===== src/rtl/loader_pkg.sv =====
// Shared definitions for the UART memory loader: FSM states, framing constants
// and the checksum arithmetic used by the loader core.
package loader_pkg;

   typedef enum logic [2:0] {
      ST_IDLE,
      ST_ADDR,
      ST_COUNT,
      ST_DATA,
      ST_CSUM
   } state_e;

   localparam logic [7:0] SYNC_BYTE = 8'hA5;
   localparam int         CSUM_W    = 8;

   // Modulo-256 running sum of frame bytes.
   function automatic logic [CSUM_W-1:0] csum_add(input logic [CSUM_W-1:0] acc,
                                                   input logic [7:0]        b);
      return acc + b;
   endfunction

endpackage


===== src/rtl/loader_timeout.sv =====
// Reloadable inter-byte timeout: while run is high, counts cycles without a
// kick and flags expiry on the TIMEOUT_CYCLES-th consecutive idle cycle.
module loader_timeout #(
   parameter int TIMEOUT_CYCLES = 50000
) (
   input  logic clk,
   input  logic rst_n,
   input  logic run,
   input  logic kick,
   output logic expired
);

   localparam int              CNT_W  = $clog2(TIMEOUT_CYCLES + 1);
   localparam logic [CNT_W-1:0] RELOAD = CNT_W'(TIMEOUT_CYCLES);
   localparam logic [CNT_W-1:0] ONE    = CNT_W'(1);

   logic [CNT_W-1:0] cnt_q, cnt_d;

   // Reload whenever stopped or kicked; otherwise count one idle cycle down.
   always_comb begin
      cnt_d   = RELOAD;
      expired = 1'b0;
      if (run && !kick) begin
         cnt_d   = cnt_q - ONE;
         expired = (cnt_q == ONE);
      end
   end

   // Counter register.
   always_ff @(posedge clk or negedge rst_n) begin
      if (!rst_n) cnt_q <= '0;
      else        cnt_q <= cnt_d;
   end

endmodule


===== src/rtl/uart_mem_loader.sv =====
// Framed UART byte loader: parses SYNC/ADDR/COUNT/DATA/CSUM frames, packs
// little-endian 32-bit words, writes them to consecutive memory addresses and
// reports checksum/timeout status.
module uart_mem_loader
   import loader_pkg::*;
#(
   parameter int DATA_WIDTH     = 32,
   parameter int ADDR_WIDTH     = 6,
   parameter int TIMEOUT_CYCLES = 50000
) (
   input  logic                  clk,
   input  logic                  rst_n,
   input  logic                  rx_valid,
   input  logic [7:0]            rx_data,
   output logic                  mem_we,
   output logic [ADDR_WIDTH-1:0] mem_addr,
   output logic [DATA_WIDTH-1:0] mem_wdata,
   output logic                  busy,
   output logic                  done,
   output logic                  error
);

   state_e                  state_q, state_d;
   logic [ADDR_WIDTH-1:0]   addr_q, addr_d;
   logic [7:0]              cnt_q, cnt_d;
   logic [1:0]              byte_idx_q, byte_idx_d;
   logic [CSUM_W-1:0]       sum_q, sum_d;
   logic                    mem_we_q, mem_we_d;
   logic [ADDR_WIDTH-1:0]   mem_addr_q, mem_addr_d;
   logic [DATA_WIDTH-1:0]   mem_wdata_q, mem_wdata_d;
   logic                    busy_q, busy_d;
   logic                    done_q, done_d;
   logic                    error_q, error_d;
   logic                    expired;

   loader_timeout #(
      .TIMEOUT_CYCLES(TIMEOUT_CYCLES)
   ) u_timeout (
      .clk    (clk),
      .rst_n  (rst_n),
      .run    (state_q != ST_IDLE),
      .kick   (rx_valid),
      .expired(expired)
   );

   // Frame parser: next state, word assembly, checksum and status updates.
   always_comb begin
      state_d     = state_q;
      addr_d      = addr_q;
      cnt_d       = cnt_q;
      byte_idx_d  = byte_idx_q;
      sum_d       = sum_q;
      mem_we_d    = 1'b0;
      mem_addr_d  = mem_addr_q;
      mem_wdata_d = mem_wdata_q;
      done_d      = done_q;
      error_d     = error_q;

      if (expired) begin
         state_d = ST_IDLE;
         error_d = 1'b1;
      end else if (rx_valid) begin
         unique case (state_q)
            ST_IDLE: begin
               if (rx_data == SYNC_BYTE) begin
                  state_d    = ST_ADDR;
                  done_d     = 1'b0;
                  error_d    = 1'b0;
                  sum_d      = '0;
                  byte_idx_d = '0;
               end
            end
            ST_ADDR: begin
               addr_d  = rx_data[ADDR_WIDTH-1:0];
               sum_d   = csum_add(sum_q, rx_data);
               state_d = ST_COUNT;
            end
            ST_COUNT: begin
               cnt_d   = rx_data;
               sum_d   = csum_add(sum_q, rx_data);
               state_d = (rx_data == 8'd0) ? ST_CSUM : ST_DATA;
            end
            ST_DATA: begin
               mem_wdata_d[{byte_idx_q, 3'b000} +: 8] = rx_data;
               sum_d      = csum_add(sum_q, rx_data);
               byte_idx_d = byte_idx_q + 2'd1;
               if (byte_idx_q == 2'd3) begin
                  // Last lane completes the word: write it now, before the checksum is known.
                  mem_we_d   = 1'b1;
                  mem_addr_d = addr_q;
                  addr_d     = addr_q + ADDR_WIDTH'(1);
                  cnt_d      = cnt_q - 8'd1;
                  if (cnt_q == 8'd1) state_d = ST_CSUM;
               end
            end
            ST_CSUM: begin
               done_d  = (rx_data == sum_q);
               error_d = (rx_data != sum_q);
               state_d = ST_IDLE;
            end
            default: state_d = ST_IDLE;
         endcase
      end

      busy_d = (state_d != ST_IDLE);
   end

   // State and output registers; reset drops everything, including any pending write.
   always_ff @(posedge clk or negedge rst_n) begin
      if (!rst_n) begin
         state_q     <= ST_IDLE;
         addr_q      <= '0;
         cnt_q       <= '0;
         byte_idx_q  <= '0;
         sum_q       <= '0;
         mem_we_q    <= 1'b0;
         mem_addr_q  <= '0;
         mem_wdata_q <= '0;
         busy_q      <= 1'b0;
         done_q      <= 1'b0;
         error_q     <= 1'b0;
      end else begin
         state_q     <= state_d;
         addr_q      <= addr_d;
         cnt_q       <= cnt_d;
         byte_idx_q  <= byte_idx_d;
         sum_q       <= sum_d;
         mem_we_q    <= mem_we_d;
         mem_addr_q  <= mem_addr_d;
         mem_wdata_q <= mem_wdata_d;
         busy_q      <= busy_d;
         done_q      <= done_d;
         error_q     <= error_d;
      end
   end

   assign mem_we    = mem_we_q;
   assign mem_addr  = mem_addr_q;
   assign mem_wdata = mem_wdata_q;
   assign busy      = busy_q;
   assign done      = done_q;
   assign error     = error_q;

endmodule


===== config.mk =====
export PLATFORM = sky130hd
export DESIGN_NAME = uart_mem_loader
export DESIGN_NICKNAME = d
export VERILOG_FILES = /design/src/rtl/loader_pkg.sv /design/src/rtl/loader_timeout.sv /design/src/rtl/uart_mem_loader.sv
export SDC_FILE = /design/constraint.sdc
export NUM_CORES = 1
export LEC_CHECK = 0
export ABC_AREA = 1
export ABC_CLOCK_PERIOD_IN_PS = 5100
export CORE_MARGIN = 2
export CORE_UTILIZATION = 37
export CTS_CLUSTER_SIZE = 28
export DETAILED_ROUTE_END_ITERATION = 7
export SLEW_MARGIN = 25
export SYNTH_ARGS = -nofsm -noshare
export SYNTH_HDL_FRONTEND = slang
export SYNTH_SLANG_ARGS = --single-unit

===== constraint.sdc =====
create_clock -name clk -period 5.1 [get_ports clk]
set_input_delay 1.53 -clock clk [delete_from_list [all_inputs] [get_ports clk]]
set_output_delay 1.53 -clock clk [all_outputs]
set_load 0.005 [all_outputs]

==> run_results.csv <==
group,metric,value,unit
outcome,status,"finished clean",
die,die-height,115,um
sta,slew_viol_final,0,
sta,worst_pin_slew,782,ps
routing,drt_first_pass_iters,4,
synth,synth_compound_area_share,11.1,%
hold_path,hp-class,"reg2reg",
cts,cts_root_buffer,"clkbuf_16",
cts,cts_buffers,9,
synth,ys_warn_count,0,
finish,syn_to_final_growth,21.1,%
cts,path_clk_slew,60,ps
sta,fin_skew,5.34,ps
routing,vias,3950,
worst_setup_path,crit_chain,"clkdlybuf4s50_1 > inv_1 > fa_1 > o31ai_1 > xor2_1 > o21ai_0",
synth,synth_cell_types,32,
hold_path,holdPathEnd,"done$_DFFE_PN0P_",
sta,whs,471,ps
routing,drc,0,
worst_setup_path,setup.worst_path.class,"in2reg",
job,max-cap-violations,0,
worst_setup_path,r2r_end,"mem_wdata[0]$_DFFE_PN0P_",
worst_setup_path,rr_startpoint,"byte_idx_q[0]$_DFFE_PN0P_",
synth,yosys.area.top_type_share,46.4,%
die,dieArea,0.0133,mm^2
finish,final_common_cell,"nand2_1",
finish,diodes,0,
routing,ant_nets,0,
placed_design,placedCellCount,796,
synth,synth_mux_area_share,0,%
synth,ys_ff_latch,85,
routing,vias_per_cell,4.88,
synth,synth_fa_ha_area_share,5.07,%
synth,yosys.area_share.simple,28.1,%
worst_setup_path,max_stage_delay,700,ps
cts,cts_htree_levels,3,
worst_setup_path,cp.required,5330,ps
sta,setup_viol_count_final,0,
worst_setup_path,reg2reg_slack,2730,ps
worst_setup_path,critical_path.max_fanout,7,
synth,synth_xor_area_share,1.91,%
power,leakage,2.66,nW
cts,post_cts_buffers,0,
global_routing,grt_pass1_vias,3835,
placed_design,gp_congestion,0.863,
sta,fin_crit,3160,ps
synth,ys_top_cells_by_area,"dfrtp_1 46%, nand2_1 12%, nor2_1 6.7%",
synth,avgSynthCellArea,7.76,um^2
worst_setup_path,cp-end-kind,"flop",
worst_setup_path,startpoint_type,"input pin",
routing,drtIter0Drc,226,
power,power.total,2.80,mW
die,chipWidth,115,um
worst_setup_path,worst-endpoint-arrival,3390,ps
sta,slew_headroom,47.7,%
sta,tns,0,ps
cts,insertion_delay,350,ps
routing,wire_per_inst,13.2,um
worst_setup_path,ff2ff_path_depth,7,
synth,seq_area_frac_synth,46.4,%
die,coreArea,0.0121,mm^2
synth,synth_fp_nets,620,
routing,drt_wl_total,10700,um
finish,final_cell_mix,"148 x nand2_1, 85 x dfrtp_1, 82 x nor2_1, 61 x inv_1, 51 x clkdlybuf4s50_1",
sta,hold_viol,0,
placed_design,dp_hpwl,7630,um
synth,ys.flop_type,"dfrtp_1",
global_routing,grt_antenna_before_repair,0,
sta,rsz0062_at_grt,"false",
synth,async_flop_share,100,%
cts,cts_buffer_depth,2,
cts,cts_hold_buffers,0,
finish,drive_gt1_share,4.83,%
hold_path,whs_path_depth,2,
power,ir_drop,0.247,mV
hold_path,worstHoldStart,"done$_DFFE_PN0P_",
global_routing,grt_first_pass_wirelength,18500,um
die,start_util,38.0,%
finish,layout.cells.non_filler,810,
cts,cts_tree,"yes",
global_routing,grt.total_usage,17.7,%
synth,netlist_area,0.00459,mm^2
die,num_rows,40,
power,power-per-cell-area,505,mW/mm^2
finish,fillers,1211,
sta,period_share,61.9,%
global_routing,grt.overflow.total,0,
synth,synth_top_area_cell,"dfrtp_1",
placed_design,portBuffers,52,
cts,cts_resized,0,
finish,finalNetCount,668,
synth,synth_edf_count,0,
cts,clock_sinks,85,
sta,fmax,317,MHz
worst_setup_path,slowest_stage,"clkdlybuf4s50_1",
synth,synth_top_family_by_area,"simple AND/OR/NAND/NOR gates",
global_routing,grt_max_degree,86,
die,pin_count,53,
synth,synthCells,591,
-- metrics by stage --
stage,utilization [%],instance area (um^2),worst slack (ps)
global route,46.0,5550,1700
floorplan,-,4590,2370
detailed placement,43.3,5230,1550
global placement,43.3,5220,1570
finish,46.0,5550,1940
CTS,46.0,5550,1920
-- logic make-up (layout without fill, tap and decap cells) --
logic type               Yosys count  after routing
AND/OR/NAND/NOR                  302            302
adder cells (fa/ha/maj)           18             18
AO/OA/AOI/OAI                     95             95
buffers and inverters             81            132
XOR/XNOR                          10             10
flip-flops                        85             85
-- per-layer routing --
layer  global-route usage [%]  vias to the layer above  part of all wire (%)
li1                         -                     1997                     -
met1                     24.0                     1863                    49
met3                     5.22                       10                   5.2
met4                     5.54                        0                  0.95
met2                     27.5                       80                    45
met5                        0                        -                     0
-- where the power goes --
part           leakage, nW  internal (mW)  switching [mW]
sequential            1.09          0.853           0.135
combinational         1.41          0.410           0.658
clock                0.159          0.474           0.272
-- worst max-delay path: cells and delay by family --
| kind | cells | cell delay [ps] |
|---|---|---|
| AOI/OAI and AO/OA | 2 | 370 |
| xor gates and xnor gates | 1 | 160 |
| adders and majority gates | 1 | 480 |
| buffers and inverters | 2 | 840 |
-- final cells by class --
class | instances | area (um^2) | area share (%)
flip-flops and latches | 85 | 2130 | 38.3
inverters | 66 | 248 | 4.46
clock buffers | 10 | 229 | 4.12
multi-input cells | 425 | 2120 | 38.2
repair buffers | 52 | 522 | 9.39
clock inverters | 4 | 98.8 | 1.78
well taps | 168 | 210 | 3.78
-- registers in the layout (all words and copies together) (netlist names) --
signal / count
addr_q: 6
busy: 1
byte_idx_q: 2
cnt_q: 8
done: 1
error: 1
mem_addr: 6
mem_wdata: 32
mem_we: 1
state_q: 3
sum_q: 8
u_timeout.cnt_q: 16
-- how the worst max path moves through the flow --
stage                          start                    to  cells after the start
after detailed placement    rx_valid        busy$_DFF_PN0_                      7
after floorplan           rx_data[0]  sum_q[4]$_DFFE_PN0P_                      6
after CTS                   rx_valid        busy$_DFF_PN0_                      7
final                     rx_data[1]  sum_q[4]$_DFFE_PN0P_                      6
after global routing        rx_valid        busy$_DFF_PN0_                      7
after global placement    rx_data[1]  sum_q[4]$_DFFE_PN0P_                      6
-- Yosys cell counts (2+ instances only) --
cell / number
a21oi_1: 26
buf_2: 3
buf_4: 3
buf_6: 3
clkbuf_1: 6
dfrtp_1: 85
ha_1: 17
inv_1: 61
inv_2: 5
nand2_1: 148
nand2_4: 2
nand3_1: 46
nand4_1: 10
nor2_1: 82
nor2_2: 2
nor2_4: 3
nor3_1: 5
o211ai_1: 4
o21ai_0: 49
o21ai_1: 8
o21ai_2: 3
o31ai_1: 2
xnor2_1: 2
xor2_1: 8
Power figures use the tool's default switching activity.
